## config.mk

```make
export PLATFORM = sky130hd
export DESIGN_NAME = sort_stream_ctrl
export DESIGN_NICKNAME = d
export VERILOG_FILES = /design/src/rtl/sort_stream_pkg.sv /design/src/rtl/sync_fifo.sv /design/src/rtl/sort_stream_ctrl.sv
export SDC_FILE = /design/constraint.sdc
export NUM_CORES = 1
export LEC_CHECK = 0
export CORE_UTILIZATION = 58
export DETAILED_ROUTE_END_ITERATION = 6
export MAX_ROUTING_LAYER = met4
export PLACE_DENSITY = 0.83
export SETUP_SLACK_MARGIN = 0.02
export SLEW_MARGIN = 25
export SYNTH_ARGS = -nofsm -noshare
export SYNTH_HDL_FRONTEND = slang
export SYNTH_SLANG_ARGS = --single-unit
export TNS_END_PERCENT = 20
```

## constraint.sdc

```tcl
create_clock -name clk -period 3 [get_ports clk]
set_input_delay 0.6 -clock clk [delete_from_list [all_inputs] [get_ports clk]]
set_output_delay 0.6 -clock clk [all_outputs]
set_load 0.1 [all_outputs]
```

## src/rtl/sort_stream_pkg.sv

```systemverilog
// Shared types and constants for the sort stream adapter.
package sort_stream_pkg;

  typedef enum logic [2:0] {
    ST_LOAD,
    ST_START,
    ST_WAIT,
    ST_READ,
    ST_DRAIN
  } sort_stream_state_e;

  localparam int SRT_RD_LAT = 2;
  localparam int FRAME_N    = 8;

endpackage

```

## src/rtl/sync_fifo.sv

```systemverilog
// Single-clock FIFO with a registered head word (first word falls through).
module sync_fifo #(
  parameter int WIDTH = 8,
  parameter int DEPTH = 4
) (
  input  logic                     clk,
  input  logic                     nrst,
  input  logic                     push,
  input  logic [WIDTH-1:0]         push_data,
  input  logic                     pop,
  output logic [WIDTH-1:0]         head,
  output logic [$clog2(DEPTH):0]   count,
  output logic                     empty,
  output logic                     full
);

  localparam int PTR_W = $clog2(DEPTH);
  localparam int CNT_W = PTR_W + 1;

  logic [WIDTH-1:0] mem [DEPTH];
  logic [PTR_W-1:0] wptr_reg, rptr_reg;
  logic [CNT_W-1:0] count_reg;
  logic [WIDTH-1:0] head_reg;
  logic             do_push, do_pop;

  assign empty   = (count_reg == '0);
  assign full    = (count_reg == CNT_W'(DEPTH));
  assign do_pop  = pop && !empty;
  assign do_push = push && (!full || do_pop);
  assign head    = head_reg;
  assign count   = count_reg;

  always_ff @(posedge clk) begin
    if (do_push) mem[wptr_reg] <= push_data;
  end

  // head_reg always mirrors mem[rptr_reg]; bypass the array when it is empty
  always_ff @(posedge clk) begin
    if (!nrst) begin
      head_reg <= '0;
    end else if (do_push && (empty || (count_reg == CNT_W'(1) && do_pop))) begin
      head_reg <= push_data;
    end else if (do_pop && count_reg > CNT_W'(1)) begin
      head_reg <= mem[rptr_reg + PTR_W'(1)];
    end
  end

  always_ff @(posedge clk) begin
    if (!nrst) begin
      wptr_reg  <= '0;
      rptr_reg  <= '0;
      count_reg <= '0;
    end else begin
      if (do_push) wptr_reg <= wptr_reg + PTR_W'(1);
      if (do_pop)  rptr_reg <= rptr_reg + PTR_W'(1);
      case ({do_push, do_pop})
        2'b10:   count_reg <= count_reg + CNT_W'(1);
        2'b01:   count_reg <= count_reg - CNT_W'(1);
        default: count_reg <= count_reg;
      endcase
    end
  end

endmodule

```

## src/rtl/sort_stream_ctrl.sv

```systemverilog
// Stream adapter around the byte selection-sort core: loads a frame, sorts, streams it out.
// Define SORT_STREAM_DESC_EN to read the sorted memory back in descending order.
module sort_stream_ctrl
  import sort_stream_pkg::*;
#(
  parameter int DATA_W = 8,
  parameter int ADDR_W = 3,
  parameter int FIFO_D = 4
) (
  input  logic              clk,
  input  logic              nrst,
  input  logic              in_valid,
  output logic              in_ready,
  input  logic [DATA_W-1:0] in_data,
  output logic              out_valid,
  input  logic              out_ready,
  output logic [DATA_W-1:0] out_data,
  output logic              out_last,
  output logic              busy,
  output logic              srt_start,
  output logic              srt_wr,
  output logic [ADDR_W-1:0] srt_addr,
  output logic [DATA_W-1:0] srt_datain,
  input  logic [DATA_W-1:0] srt_dataout,
  input  logic              srt_ready
);

  localparam int N     = 1 << ADDR_W;
  localparam int CNT_W = $clog2(FIFO_D) + 1;
  localparam logic [ADDR_W-1:0] LAST_IDX = ADDR_W'(N - 1);

  sort_stream_state_e    state_reg;
  logic [ADDR_W-1:0]     wcnt_reg, rcnt_reg, ocnt_reg;
  logic                  in_ready_reg, busy_reg, start_reg;
  logic [SRT_RD_LAT-1:0] tag_reg;

  logic [CNT_W-1:0]  fifo_count;
  logic              fifo_empty, fifo_full, fifo_push, fifo_pop;
  logic [DATA_W-1:0] fifo_head;
  logic [CNT_W:0]    occupancy;
  logic [ADDR_W-1:0] rd_addr;
  logic              in_fire, rd_issue, drain_done;

  assign in_fire  = in_ready_reg && in_valid;
  assign fifo_pop = !fifo_empty && out_ready;

  // FIFO slots already promised to reads still travelling through the sorter
  always_comb begin
    occupancy = (CNT_W + 1)'(fifo_count);
    for (int i = 0; i < SRT_RD_LAT; i++) begin
      occupancy = occupancy + (CNT_W + 1)'(tag_reg[i]);
    end
  end

  assign rd_issue   = (state_reg == ST_READ) && !fifo_full &&
                      (occupancy < (CNT_W + 1)'(FIFO_D));
  assign fifo_push  = tag_reg[SRT_RD_LAT-1];
  assign drain_done = (tag_reg == '0) &&
                      (fifo_empty || (fifo_count == CNT_W'(1) && fifo_pop));

`ifdef SORT_STREAM_DESC_EN
  assign rd_addr = LAST_IDX - rcnt_reg;
`else
  assign rd_addr = rcnt_reg;
`endif

  always_comb begin
    srt_addr = '0;
    if (in_fire)                    srt_addr = wcnt_reg;
    else if (state_reg == ST_READ)  srt_addr = rd_addr;
  end

  assign srt_wr     = in_fire;
  assign srt_datain = in_fire ? in_data : '0;
  assign srt_start  = start_reg;
  assign in_ready   = in_ready_reg;
  assign busy       = busy_reg;

  always_ff @(posedge clk) begin
    if (!nrst) begin
      state_reg    <= ST_LOAD;
      wcnt_reg     <= '0;
      rcnt_reg     <= '0;
      in_ready_reg <= 1'b1;
      busy_reg     <= 1'b0;
      start_reg    <= 1'b0;
    end else begin
      start_reg <= 1'b0;
      case (state_reg)
        ST_LOAD: begin
          if (in_fire) begin
            wcnt_reg <= wcnt_reg + ADDR_W'(1);
            if (wcnt_reg == LAST_IDX) begin
              state_reg    <= ST_START;
              in_ready_reg <= 1'b0;
              busy_reg     <= 1'b1;
              start_reg    <= 1'b1;
            end
          end
        end
        ST_START: state_reg <= ST_WAIT;
        // the sorter drops ready on the start edge, so a high here is fresh
        ST_WAIT: if (srt_ready) state_reg <= ST_READ;
        ST_READ: begin
          if (rd_issue) begin
            rcnt_reg <= rcnt_reg + ADDR_W'(1);
            if (rcnt_reg == LAST_IDX) begin
              state_reg <= ST_DRAIN;
              rcnt_reg  <= '0;
            end
          end
        end
        ST_DRAIN: begin
          if (drain_done) begin
            state_reg    <= ST_LOAD;
            in_ready_reg <= 1'b1;
            busy_reg     <= 1'b0;
            wcnt_reg     <= '0;
            rcnt_reg     <= '0;
          end
        end
        default: state_reg <= ST_LOAD;
      endcase
    end
  end

  always_ff @(posedge clk) begin
    if (!nrst) tag_reg <= '0;
    else       tag_reg <= {tag_reg[SRT_RD_LAT-2:0], rd_issue};
  end

  always_ff @(posedge clk) begin
    if (!nrst)         ocnt_reg <= '0;
    else if (fifo_pop) ocnt_reg <= ocnt_reg + ADDR_W'(1);
  end

  assign out_valid = !fifo_empty;
  assign out_data  = fifo_head;
  assign out_last  = !fifo_empty && (ocnt_reg == LAST_IDX);

  sync_fifo #(
    .WIDTH (DATA_W),
    .DEPTH (FIFO_D)
  ) u_out_fifo (
    .clk       (clk),
    .nrst      (nrst),
    .push      (fifo_push),
    .push_data (srt_dataout),
    .pop       (fifo_pop),
    .head      (fifo_head),
    .count     (fifo_count),
    .empty     (fifo_empty),
    .full      (fifo_full)
  );

endmodule
```

# Word-level counts from Yosys, hierarchy flattened
# Memories as Yosys holds them, arrays and structs flattened.
# Index checks and enable logic that the tools add are counted.
dict set report word_totals {
  mem_bits_ro 0
  out_inout_bits 25
  latchBits 0
  input_bits 21
  ramBits 32
  ff_bits 32
  n_memories 1
}
dict set report classes {
  reduce_logical 29
  n_div 0
  n_eq_ne 17
  n_lt_le_gt_ge 2
  multipliers 0
  bitwise_logic 0
  shifts 0
  addsub 9
  n_mux 29
}
# memory depth word_bits read_ports rd_ports_with_merged_regs wr line_no
set mem_list {}
lappend mem_list {u_out_fifo.mem 4 8 1 0 1 sync_fifo.sv:20} ;# logic [WIDTH-1:0] mem [DEPTH];
# operator n
set op_table {}
lappend op_table {{$mux 3} 11}
lappend op_table {{$mux 8} 3}
lappend op_table {{$pmux 3 s2} 3}
lappend op_table {{$eq 3x3->1 const B} 5}
lappend op_table {{$pmux 3 s5} 1}
lappend op_table {{$add 3x1->3 const B} 4}
lappend op_table {{$logic_and 1x1->1} 12}
lappend op_table {{$ne 2x2->1 const B} 5}
lappend op_table {{$mux 1} 9}
lappend op_table {{$reduce_and 3->1} 3}
lappend op_table {{$reduce_bool 2->1} 4}
lappend op_table {{$eq 3x1->1 const B} 2}
lappend op_table {{$eq 3x2->1 const B} 2}
lappend op_table {{$logic_not 3->1} 2}
lappend op_table {{$reduce_and 6->1} 1}
lappend op_table {{$add 2x1->2 const B} 2}
lappend op_table {{$add 3x1->4} 1}
lappend op_table {{$add 4x1->4} 1}
lappend op_table {{$lt 4x3->1 const B} 1}
lappend op_table {{$pmux 1 s2} 2}
lappend op_table {{$reduce_and 4->1} 1}
lappend op_table {{$gt 3x1->1 const B} 1}
lappend op_table {{$logic_or 1x1->1} 3}
lappend op_table {{$sub 3x1->3 const B} 1}
lappend op_table {{5 further kinds} 6}

# Depth between registers and ports, before layout
# Gate-level depths: netlist of run 1.
dict set report depth {
  ltp_word 8
  mapped_depth 9
  ltp_nobuf 9
}

# Hierarchy
# From an unflattened synthesis of run 1, not the netlist that was laid out.
dict set report unflattened {
  cells_unflattened 248
  hier_area_um2 2962.8
}
# module cells_per_inst seq_area_each_um2 area_per_inst_um2 n_inst
set modules_own_cells {}
lappend modules_own_cells {sync_fifo 143 1261.2 2023.2 1}
lappend modules_own_cells {sort_stream_ctrl 105 340.3 939.7 1}

# Worst setup path after synthesis of run 1
# No wires, ideal clock.
dict set report synth_timing {
  path_type {register to output}
  start {register in_ready_reg (netlist: in_ready)}
  end {output port srt_addr[0]}
  t_arrival_ns 2.775
  path_buffers 0
  slack_ns -0.375
  path_stages_with_launch 5
  cell_sequence {dfxtp_1 -> nand2_1 -> inv_1 -> nand2_1 -> nand2_1}
}
dict set report synth_via {
  elab_chain_len 2
}
# element line_no
set synth_lines {}
lappend synth_lines {{from (decl)} sort_stream_ctrl.sv:34} ;# logic in_ready_reg, busy_reg, start_reg;
lappend synth_lines {{from (signal assigned)} sort_stream_ctrl.sv:84} ;# in_ready_reg <= 1'b1;
lappend synth_lines {{from (signal assigned)} sort_stream_ctrl.sv:95} ;# in_ready_reg <= 1'b0;
lappend synth_lines {{from (signal assigned)} sort_stream_ctrl.sv:116} ;# in_ready_reg <= 1'b1;
lappend synth_lines {{$logic_and 1x1->1} sort_stream_ctrl.sv:44} ;# assign in_fire = in_ready_reg && in_valid;
lappend synth_lines {{named net srt_wr} sort_stream_ctrl.sv:21} ;# output logic srt_wr,
lappend synth_lines {{$mux 3} sort_stream_ctrl.sv:69} ;# if (in_fire) srt_addr = wcnt_reg;
lappend synth_lines {{to (decl)} sort_stream_ctrl.sv:22} ;# output logic [ADDR_W-1:0] srt_addr,
# The timed path passes the listed nets, and every way through them passes these cells.

# Final worst setup path of run 1
dict set report layout_timing {
  start {input port in_valid}
  end {output port srt_addr[2]}
}
dict set report layout_via {
  elab_chain_len 2
}
# element line_no
set layout_lines {}
lappend layout_lines {{from (decl)} sort_stream_ctrl.sv:12} ;# input logic in_valid,
lappend layout_lines {{$logic_and 1x1->1} sort_stream_ctrl.sv:44}
lappend layout_lines {{$mux 3} sort_stream_ctrl.sv:69}
# No other way between the ends.

==> flow_metrics.tcl, run 1 <==
set metrics [dict create \
    yosysTopAreaCell "edfxtp_1" \
    combPwrFrac_pct 18.1 \
    hp-class "flip-flop to flip-flop" \
    tns_ps 0 \
    regArea_um2 1600 \
    grt_first_pass_wirelength_um 10100 \
    async_reset_ff_share_pct 0 \
    core_um2 4850 \
    end_kind "primary output" \
    ys_ff_latch 64 \
    antenna_found_initial 0 \
    cts.repair.resized 0 \
    drt_pass1_iterations 4 \
    hpwl_um 4450 \
    ioPinCount 46 \
    status "finished clean" \
    max_freq_ghz 0.385 \
    skew_ps 13.3 \
    period_share_pct 86.5 \
    arrival_ps 1990 \
    tritoncts "done" \
    ant_nets 0 \
    slew_viol_final 0 \
    power_frac_seq_pct 44.2 \
    slew_headroom_pct 51.0 \
    cp.required_ps 2400 \
    ys_seq_area_share_pct 53.6 \
    path_class "input pin to primary output" \
    synth_edf_count 32 \
    num_rows 25 \
    synth_nets 306 \
    cp_max_fo 12 \
    syn_area_um2 2990 \
    synth_area_per_cell_um2 11.1 \
    layout.cells.non_filler 385 \
    leakage_nw 1.46 \
    yosys_warnings 0 \
    irDropWorstVdd_uv 486 \
    ys_types 37 \
    p_total_mw 2.19 \
    maxCapViolations 0 \
    dp.cells 369 \
    setup-violations-final 0 \
    grt_overflow_total 0 \
    synth_top_area_share_pct 32.2 \
    clock_path_buffers 2 \
    slowest_delay_ps 560 \
    numCtsBuffers 9 \
    drt_iter0_drc 130 \
    insertion_delay_ps 340 \
    chipWidth_um 73.8 \
    port-buffer-count 45 \
    die_h_um 73.8 \
    hold_viol 0 \
    crit_chain "clkdlybuf4s50_1 -> nand2_1 -> clkinvlp_4 -> nand2_1 -> nand2_1 -> buf_12" \
    wl_per_cell_um 16.4 \
    clock_sinks 64 \
    whs_ps 468 \
    multi_input_area_um2 1270 \
    crit_top_cell "nand2_1" \
    startpoint_type "input pin" \
    synth_area_leaders "edfxtp_1 (32%), dfxtp_1 (21%), ha_1 (6.7%), mux4_2 (6.0%), nand3_1 (4.7%)" \
    drc 0 \
    finalCriticalPeriod_ps 2590 \
    cts_hold_buf 0 \
    synthCells 269 \
    synth-main-ff-cell "edfxtp_1" \
    p_int_mw 1.55 \
    fill_cells 298 \
    cp_slowest_cell "clkdlybuf4s50_1" \
    gp_congestion 0.821 \
    root_buffer "clkbuf_8" \
    tightest_slew_ps 735 \
    post_cts_buffers 0 \
    htree_levels 3 \
    grtUsageTotal_pct 26.5 \
    area_growth_pct 26.6 \
    final_nets 350 \
    largest_reg_flops 32 \
    diodes 0 \
    die_area_um2 5440 \
    clkPwrFrac_pct 37.7 \
    routed-via-count 2225 \
    switching_share_pct 29.3 \
    vias_per_cell 5.78 \
    switchingPower_mw 0.640 \
    rsz0062_at_grt "no" \
    layout-drive-gt1-share_pct 17.9 \
    start_util_pct 61.6 \
    grt_pass1_vias 2234 \
    clk_pin_slew_ps 60 \
    wl_um 6310 \
    p_per_area_nw_per_um2 578 \
    grt_max_degree 25 \
]
==> critical path: cells and delay by family <==
family,cells,cell delay [ps]
AND/OR/NAND/NOR,3,460
buffers and inverters,3,920
==> stage by stage <==
stage	instance area, um^2	setup WS, ps	util (%)
2_1_floorplan	2990	-8.77	-
3_3_place_gp	3560	423	73.3
3_5_place_dp	3560	405	73.3
4_1_cts	3780	402	78.0
5_1_grt	3780	288	78.0
6_report	3780	405	78.0
==> final cells by class <==
class,instances,share of cell area [%]
Multi-Input combinational cell,180,33.5
Timing Repair Buffer,48,14.8
Tap cell,67,2.22
Clock inverter,7,2.71
Sequential cell,64,42.4
Inverter,10,1.09
Clock buffer,9,3.27
==> logic make-up after synthesis <==
family                   count (synthesis)  share of synthesized area (%)
multiplexers                            11                           7.04
buffers and inverters                   25                           3.94
AO/OA/AOI/OAI                           40                           9.13
AND/OR/NAND/NOR                        107                           17.8
XOR/XNOR                                 6                           1.76
flip-flops                              64                           53.6
adder cells (fa/ha/maj)                 16                           6.70
==> routing by layer <==
metal / part of all wire (%) / GRT usage (%) / vias to the layer above / wire length [um]
met5: 0 / - / - / 0
li1: - / - / 1076 / -
met1: 42 / 30.0 / 1054 / 2620
met4: 1.9 / 12.4 / 0 / 121
met3: 5.9 / 7.41 / 15 / 373
met2: 51 / 43.4 / 80 / 3190
==> placed cells by master, fill, tap and decap left out, types with 4 or more instances in the layout <==
| cell | count |
|---|---|
| o21ai_0 | 7 |
| dfxtp_1 | 31 |
| buf_12 | 12 |
| edfxtp_1 | 32 |
| clkbuf_8 | 9 |
| buf_4 | 16 |
| xor2_1 | 5 |
| and3_1 | 9 |
| nor2_1 | 13 |
| a31oi_1 | 4 |
| inv_1 | 9 |
| and2_1 | 7 |
| or3_1 | 4 |
| ha_1 | 16 |
| mux4_2 | 8 |
| a211o_1 | 8 |
| nand2_1 | 30 |
| nand4_1 | 8 |
| nand3_1 | 28 |
| clkdlybuf4s50_1 | 20 |
| a21oi_1 | 11 |
==> final timing paths <==
path	from	endpoint	slack [ps]	cells after the start
worst min-delay path	ocnt_reg[1]	ocnt_reg[1]	470	2
worst max register to register	u_out_fifo.count[0]	u_out_fifo.count[2]	760	8
worst min register to register	ocnt_reg[1]	ocnt_reg[1]	470	2
worst max-delay path	in_valid	srt_addr[2]	410	6
==> synthesized netlist by cell type (2+ instances only) <==
library cell,count
o21ai_0,7
mux2i_1,3
nor2_1,13
a21o_1,2
ha_1,16
a21oi_1,11
nand4_1,8
or3_1,4
nand2_1,30
buf_6,2
inv_1,10
nand3_1,28
and2_1,7
a31oi_1,4
a211o_1,8
edfxtp_1,32
xor2_1,5
clkbuf_1,5
mux4_2,8
buf_2,6
o22ai_1,3
dfxtp_1,32
nor3_1,3
and3_1,9
==> power by group through the flow <==
stage,Combinational (mW),Sequential (mW),Clock [mW]
2_1_floorplan,0.269,0.983,0
5_1_grt,0.422,0.970,0.870
4_1_cts,0.396,0.966,0.841
3_5_place_dp,0.393,0.986,0
3_3_place_gp,0.381,0.984,0
6_report,0.395,0.967,0.824
Note: power is estimated with default switching activity, not from simulation.
==> run 2, diff against run 1 <==
Settings changed: CORE_UTILIZATION 58 to 57, PLACE_DENSITY 0.83 to 0.82, SYNTH_HIERARCHICAL set to 1.
==> run 2 against run 1 <==
Sequential power down 4.9%. Critical endpoint is now u_out_fifo/count[2]. Power down 17%. Count of clock-buffer cells in the layout up 2. Flip-flop and latch count unchanged. Design area down 0.36%.
==> flow_metrics.tcl, run 2 <==
set metrics [dict create \
    drc 0 \
    grt_max_degree 23 \
    clock_path_buffers 2 \
    hold_viol 0 \
    ys_seq_area_share_pct 54.1 \
    synthCells 248 \
    antenna_found_initial 0 \
    whs_path_depth 2 \
    routed-via-count 2091 \
    fill_cells 320 \
    irDropWorstVdd_uv 335 \
    p_total_mw 1.81 \
    max_freq_ghz 0.363 \
    cp.required_ps 3270 \
    synth-compound-area-share_pct 10.5 \
    drt_iter0_drc 161 \
    regToRegEndpoint "u_out_fifo/count[2]" \
    synth-main-ff-cell "edfxtp_1" \
    synth_xor_area_share_pct 1.77 \
    port-buffer-count 45 \
    rsz0062_at_grt "no" \
    yosys.area_share.simple_pct 16.1 \
    area_growth_pct 27.2 \
    muxShareOfSynthArea_pct 7.77 \
    ioPinCount 46 \
    grt_first_pass_wirelength_um 9700 \
    clk_pin_slew_ps 70 \
    synth-adder-area-share_pct 6.76 \
    htree_levels 3 \
    slew_headroom_pct 57.3 \
    synth_area_leaders "edfxtp_1 (32%), dfxtp_1 (22%), ha_1 (6.8%), mux4_2 (6.1%), o21ai_0 (3.2%)" \
    status "finished clean" \
    end_kind "flip-flop" \
    num_rows 25 \
    startpoint_type "flip-flop" \
    final_cell_mix "edfxtp_1 (32), dfxtp_1 (31), clkdlybuf4s50_1 (20)" \
    synthTopCellsByCount "dfxtp_1 (32), edfxtp_1 (32), nand2_1 (20)" \
    design_area_um2 3770 \
    synth_top_area_share_pct 32.4 \
    arrival_ps 3020 \
    cp_max_fo 9 \
    period_share_pct 91.8 \
    skew_ps 6.15 \
    finalCriticalPeriod_ps 2750 \
    hp-start "rcnt_reg[1]" \
    die_area_um2 5490 \
    yosysTopAreaCell "edfxtp_1" \
    grt_pass1_vias 1990 \
    synth_edf_count 32 \
    final_nets 337 \
    wl_per_cell_um 16.7 \
    hpwl_um 4140 \
    core_um2 4850 \
    maxCapViolations 0 \
    diodes 0 \
    tightest_slew_ps 640 \
    insertion_delay_ps 340 \
    gp_congestion 0.840 \
    root_buffer "clkbuf_8" \
    cts.repair.resized 0 \
    post_cts_buffers 0 \
    ys_ff_latch 64 \
    final_common_cell "edfxtp_1" \
    placed_area_um2 3570 \
    path_class "flip-flop to flip-flop" \
    wl_um 6200 \
    ys_types 46 \
    drt_pass1_iterations 4 \
    r2r_start "u_out_fifo/count[1]" \
    syn_area_um2 2960 \
    leakage_nw 1.43 \
    yosys_warnings 6 \
    cts_hold_buf 0 \
    clock_sinks 64 \
    tritoncts "done" \
    async_reset_ff_share_pct 0 \
    ant_nets 0 \
    grt_overflow_total 0 \
    hp-class "flip-flop to flip-flop" \
    largest_reg_flops 32 \
    worstHoldEndpoint "rcnt_reg[1]" \
    synth_area_per_cell_um2 11.9 \
    layout-drive-gt1-share_pct 22.0 \
    start_util_pct 61.1 \
    synth_nets 285 \
    chipWidth_um 74.1 \
    reg2reg_setup_slack_ps 250 \
    synth_top_family_by_area "simple AND/OR/NAND/NOR gates" \
    grtUsageTotal_pct 25.6 \
    vias_per_cell 5.62 \
    p_per_area_nw_per_um2 480 \
    slew_viol_final 0 \
    numCtsBuffers 9 \
    reg2reg_depth 12 \
    setup-violations-final 0 \
    die_h_um 74.1 \
]
==> run 2: area by class of cell <==
| type | count | area, um^2 | share of cell area, % |
|---|---|---|---|
| repair buffers | 47 | 553 | 14.7 |
| inverters | 14 | 56.3 | 1.49 |
| clock inverters | 5 | 56.3 | 1.49 |
| flip-flops and latches | 64 | 1600 | 42.5 |
| clock buffers | 11 | 141 | 3.75 |
| well taps | 67 | 83.8 | 2.22 |
| multi-input cells | 164 | 1270 | 33.8 |
==> run 2: per-layer routing <==
metal / track usage (%) / vias to the layer above / wire, um
met5: - / - / 0
li1: - / 1014 / -
met4: 12.0 / 0 / 127
met1: 31.8 / 984 / 2670
met3: 6.91 / 16 / 392
met2: 38.8 / 77 / 3010
==> run 2: report_power, final <==
group	switching [mW]	internal [mW]
combinational	0.0915	0.0617
sequential	0.00197	0.918
clock	0.333	0.405
==> run 2: how the worst max path moves through the flow <==
| stage | from | end | slack [ps] | cells past startpoint |
|---|---|---|---|---|
| 6_report | u_out_fifo/count[1] | u_out_fifo/count[2] | 250 | 12 |
| 5_1_grt | u_out_fifo/count[1] | u_out_fifo/count[2] | 40 | 12 |
| 4_1_cts | u_out_fifo/count[1] | u_out_fifo/count[2] | 260 | 12 |
| 3_5_place_dp | u_out_fifo/count[1] | u_out_fifo/count[2] | 350 | 12 |
| 3_3_place_gp | u_out_fifo/count[0] | u_out_fifo/count[2] | 420 | 12 |
| 2_1_floorplan | u_out_fifo/count[0] | u_out_fifo/count[2] | -70 | 13 |
==> run 2: worst max-delay path, cell delays in order, from the launching register on <==
cell and delay (ps):
dfxtp_1 370, inv_1 130, ha_1 320, nand2b_1 110, inv_1 190, clkinvlp_4 140
nand2_2 120, inv_1 80, inv_1 230, a21oi_1 130, ha_1 360, or3_1 350
a21boi_0 160
==> run 2: per-stage QoR <==
step                TNS (ps)  hold WS (ps)  std cells  setup slack [ps]  utilization [%]
finish                     0           491        372               247             77.7
global route               0           504        372              44.7             77.7
CTS                        0           486        372               265             77.7
detailed placement         0           479        356               348             73.7
global placement           0           475        356               421             73.7
floorplan              -72.2           452        248             -72.2                -
==> run 2: kinds of logic after synthesis <==
family	count (synthesis)
AOI/OAI and AO/OA	45
adders and majority gates	16
DFF	64
and+or+nand+nor	84
xor gates and xnor gates	6
buffers and inverters	20
muxes	13
==> run 3, diff against run 2 <==
Settings changed: CORE_MARGIN set to 2, SETUP_SLACK_MARGIN 0.02 to not set.
==> run 3 against run 2 <==
Largest cell class unchanged. First-iteration DRC count up 9.9%. Design area is 0.83% higher. Non-clock buffer count did not move. Global-route usage down 2.5 points. Utilization is 2.9 points lower.
==> flow_metrics.tcl, run 3 (same netlist as run 2, synthesis figures left out) <==
set metrics [dict create \
    drc 0 \
    core_um2 5070 \
    cts_hold_buf 0 \
    cp_max_fo 9 \
    grt_first_pass_wirelength_um 10200 \
    skew_ps 5.88 \
    path_class "flip-flop to flip-flop" \
    p_per_area_nw_per_um2 499 \
    start_util_pct 58.4 \
    chipWidth_um 76.1 \
    drt_iter0_drc 177 \
    arrival_ps 2910 \
    finalCriticalPeriod_ps 2660 \
    hp-start "rcnt_reg[1]" \
    fin_util_pct 74.9 \
    ant_nets 0 \
    cp_slowest_cell "dfxtp_1" \
    grt_overflow_total 0 \
    gp_congestion 0.866 \
    antenna_found_initial 0 \
    die_h_um 76.1 \
    r2r_start "u_out_fifo/count[1]" \
    critical-path-top-delay-family "buffers and inverters" \
    die_area_um2 5790 \
    largest_reg_flops 32 \
    insertion_delay_ps 340 \
    final_cell_mix "edfxtp_1 (32), dfxtp_1 (31), clkdlybuf4s50_1 (20)" \
    clk_pin_slew_ps 70 \
    hp-class "flip-flop to flip-flop" \
    slew_headroom_pct 60.6 \
    fill_cells 355 \
    critPathLaunch "u_out_fifo/count[1]" \
    whs_ps 489 \
    cp.required_ps 3250 \
    status "finished clean" \
    routed-via-count 2119 \
    pre_cts_slack_ps 283 \
    final_common_cell "edfxtp_1" \
    slew_viol_final 0 \
    rsz0062_at_grt "no" \
    crit_buf_inv 5 \
    vias_per_cell 5.65 \
    wl_per_cell_um 16.0 \
    numCtsBuffers 9 \
    area_growth_pct 28.3 \
    root_buffer "clkbuf_8" \
    crit_chain "inv_1 -> ha_2 -> nand2b_1 -> inv_1 -> clkinvlp_4 -> nand2_2 -> inv_1 -> inv_1 -> a21oi_1 -> ha_1 -> or3_1 -> a21boi_0" \
    layout-drive-gt1-share_pct 22.3 \
    grt_max_degree 23 \
    crit_top_cell "inv_1" \
    hpwl_um 4220 \
    irDropWorstVdd_uv 466 \
    port-buffer-count 45 \
    design_area_um2 3800 \
    clock_path_buffers 2 \
    placed_area_um2 3570 \
    grtUsageTotal_pct 23.1 \
    grt_pass1_vias 2108 \
    multi_input_area_um2 1280 \
    slowest_delay_ps 370 \
    post_cts_buffers 0 \
    clock_sinks 64 \
    maxCapViolations 0 \
    end_kind "flip-flop" \
    leakage_nw 1.44 \
    regArea_um2 1600 \
    diodes 0 \
    num_rows 26 \
    hold_viol 0 \
    p_total_mw 1.90 \
    final_nets 337 \
    wl_um 5990 \
    tightest_slew_ps 590 \
    period_share_pct 88.8 \
    drt_pass1_iterations 4 \
    tritoncts "done" \
    max_freq_ghz 0.375 \
    setup-violations-final 0 \
    startpoint_type "flip-flop" \
    finalWorstSetupSlack_ps 336 \
    ioPinCount 46 \
    htree_levels 3 \
]
==> run 3: cell types whose count changed in the layout (fill, tap and decap cells not counted) <==
cell | previous run | this run
bufinv_16 | 1 | 2
clkinv_2 | 2 | 1
ha_1 | 16 | 15
ha_2 | 0 | 1
==> run 3: worst paths after layout <==
kind         slack, ps                  end  cells after the start
min                490          rcnt_reg[1]                      2
min reg2reg        490          rcnt_reg[1]                      2
max                340  u_out_fifo/count[2]                     12
max reg2reg        340  u_out_fifo/count[2]                     12
==> run 3: per-stage QoR <==
stage | setup TNS, ps | cells
3_5_place_dp | 0 | 359
6_report | 0 | 375
5_1_grt | 0 | 375
4_1_cts | 0 | 375
3_3_place_gp | 0 | 359
2_1_floorplan | -72.2 | 248
==> run 3: layout make-up <==
type                       instances  area share [%]
sequential                        64            42.2
multi-input combinational        164            33.6
timing repair buffer              47            14.6
clock buffer                      11            3.72
tap                               70            2.30
clock inverter                     5            2.14
inverter                          14            1.48
==> run 3: power by group <==
group | total (mW) | internal (mW) | switching, mW
sequential | 0.920 | 0.918 | 0.00222
clock | 0.824 | 0.491 | 0.334
combinational | 0.152 | 0.0616 | 0.0907
total | 1.90 | 1.47 | 0.426
==> run 3: timing repair <==
action,4_1_cts,5_1_grt
endpoints found under the setup margin,0,1
endpoints found under the hold margin,0,0
resized for setup,0,1
==> run 3: per-layer routing <==
layer	wire, um	vias up	track usage (%)	share of wire, %
met3	372	9	6.64	6.2
li1	-	1017	-	-
met5	0	-	-	0
met1	2520	1018	29.2	42
met4	92	0	7.82	1.5
met2	3000	75	36.0	50
==> run 3: tightest hold or removal path, cell delays in order, from the launching register on <==
cell     delay (ps)
dfxtp_1         330
nand2_1          60
mux2i_1          50
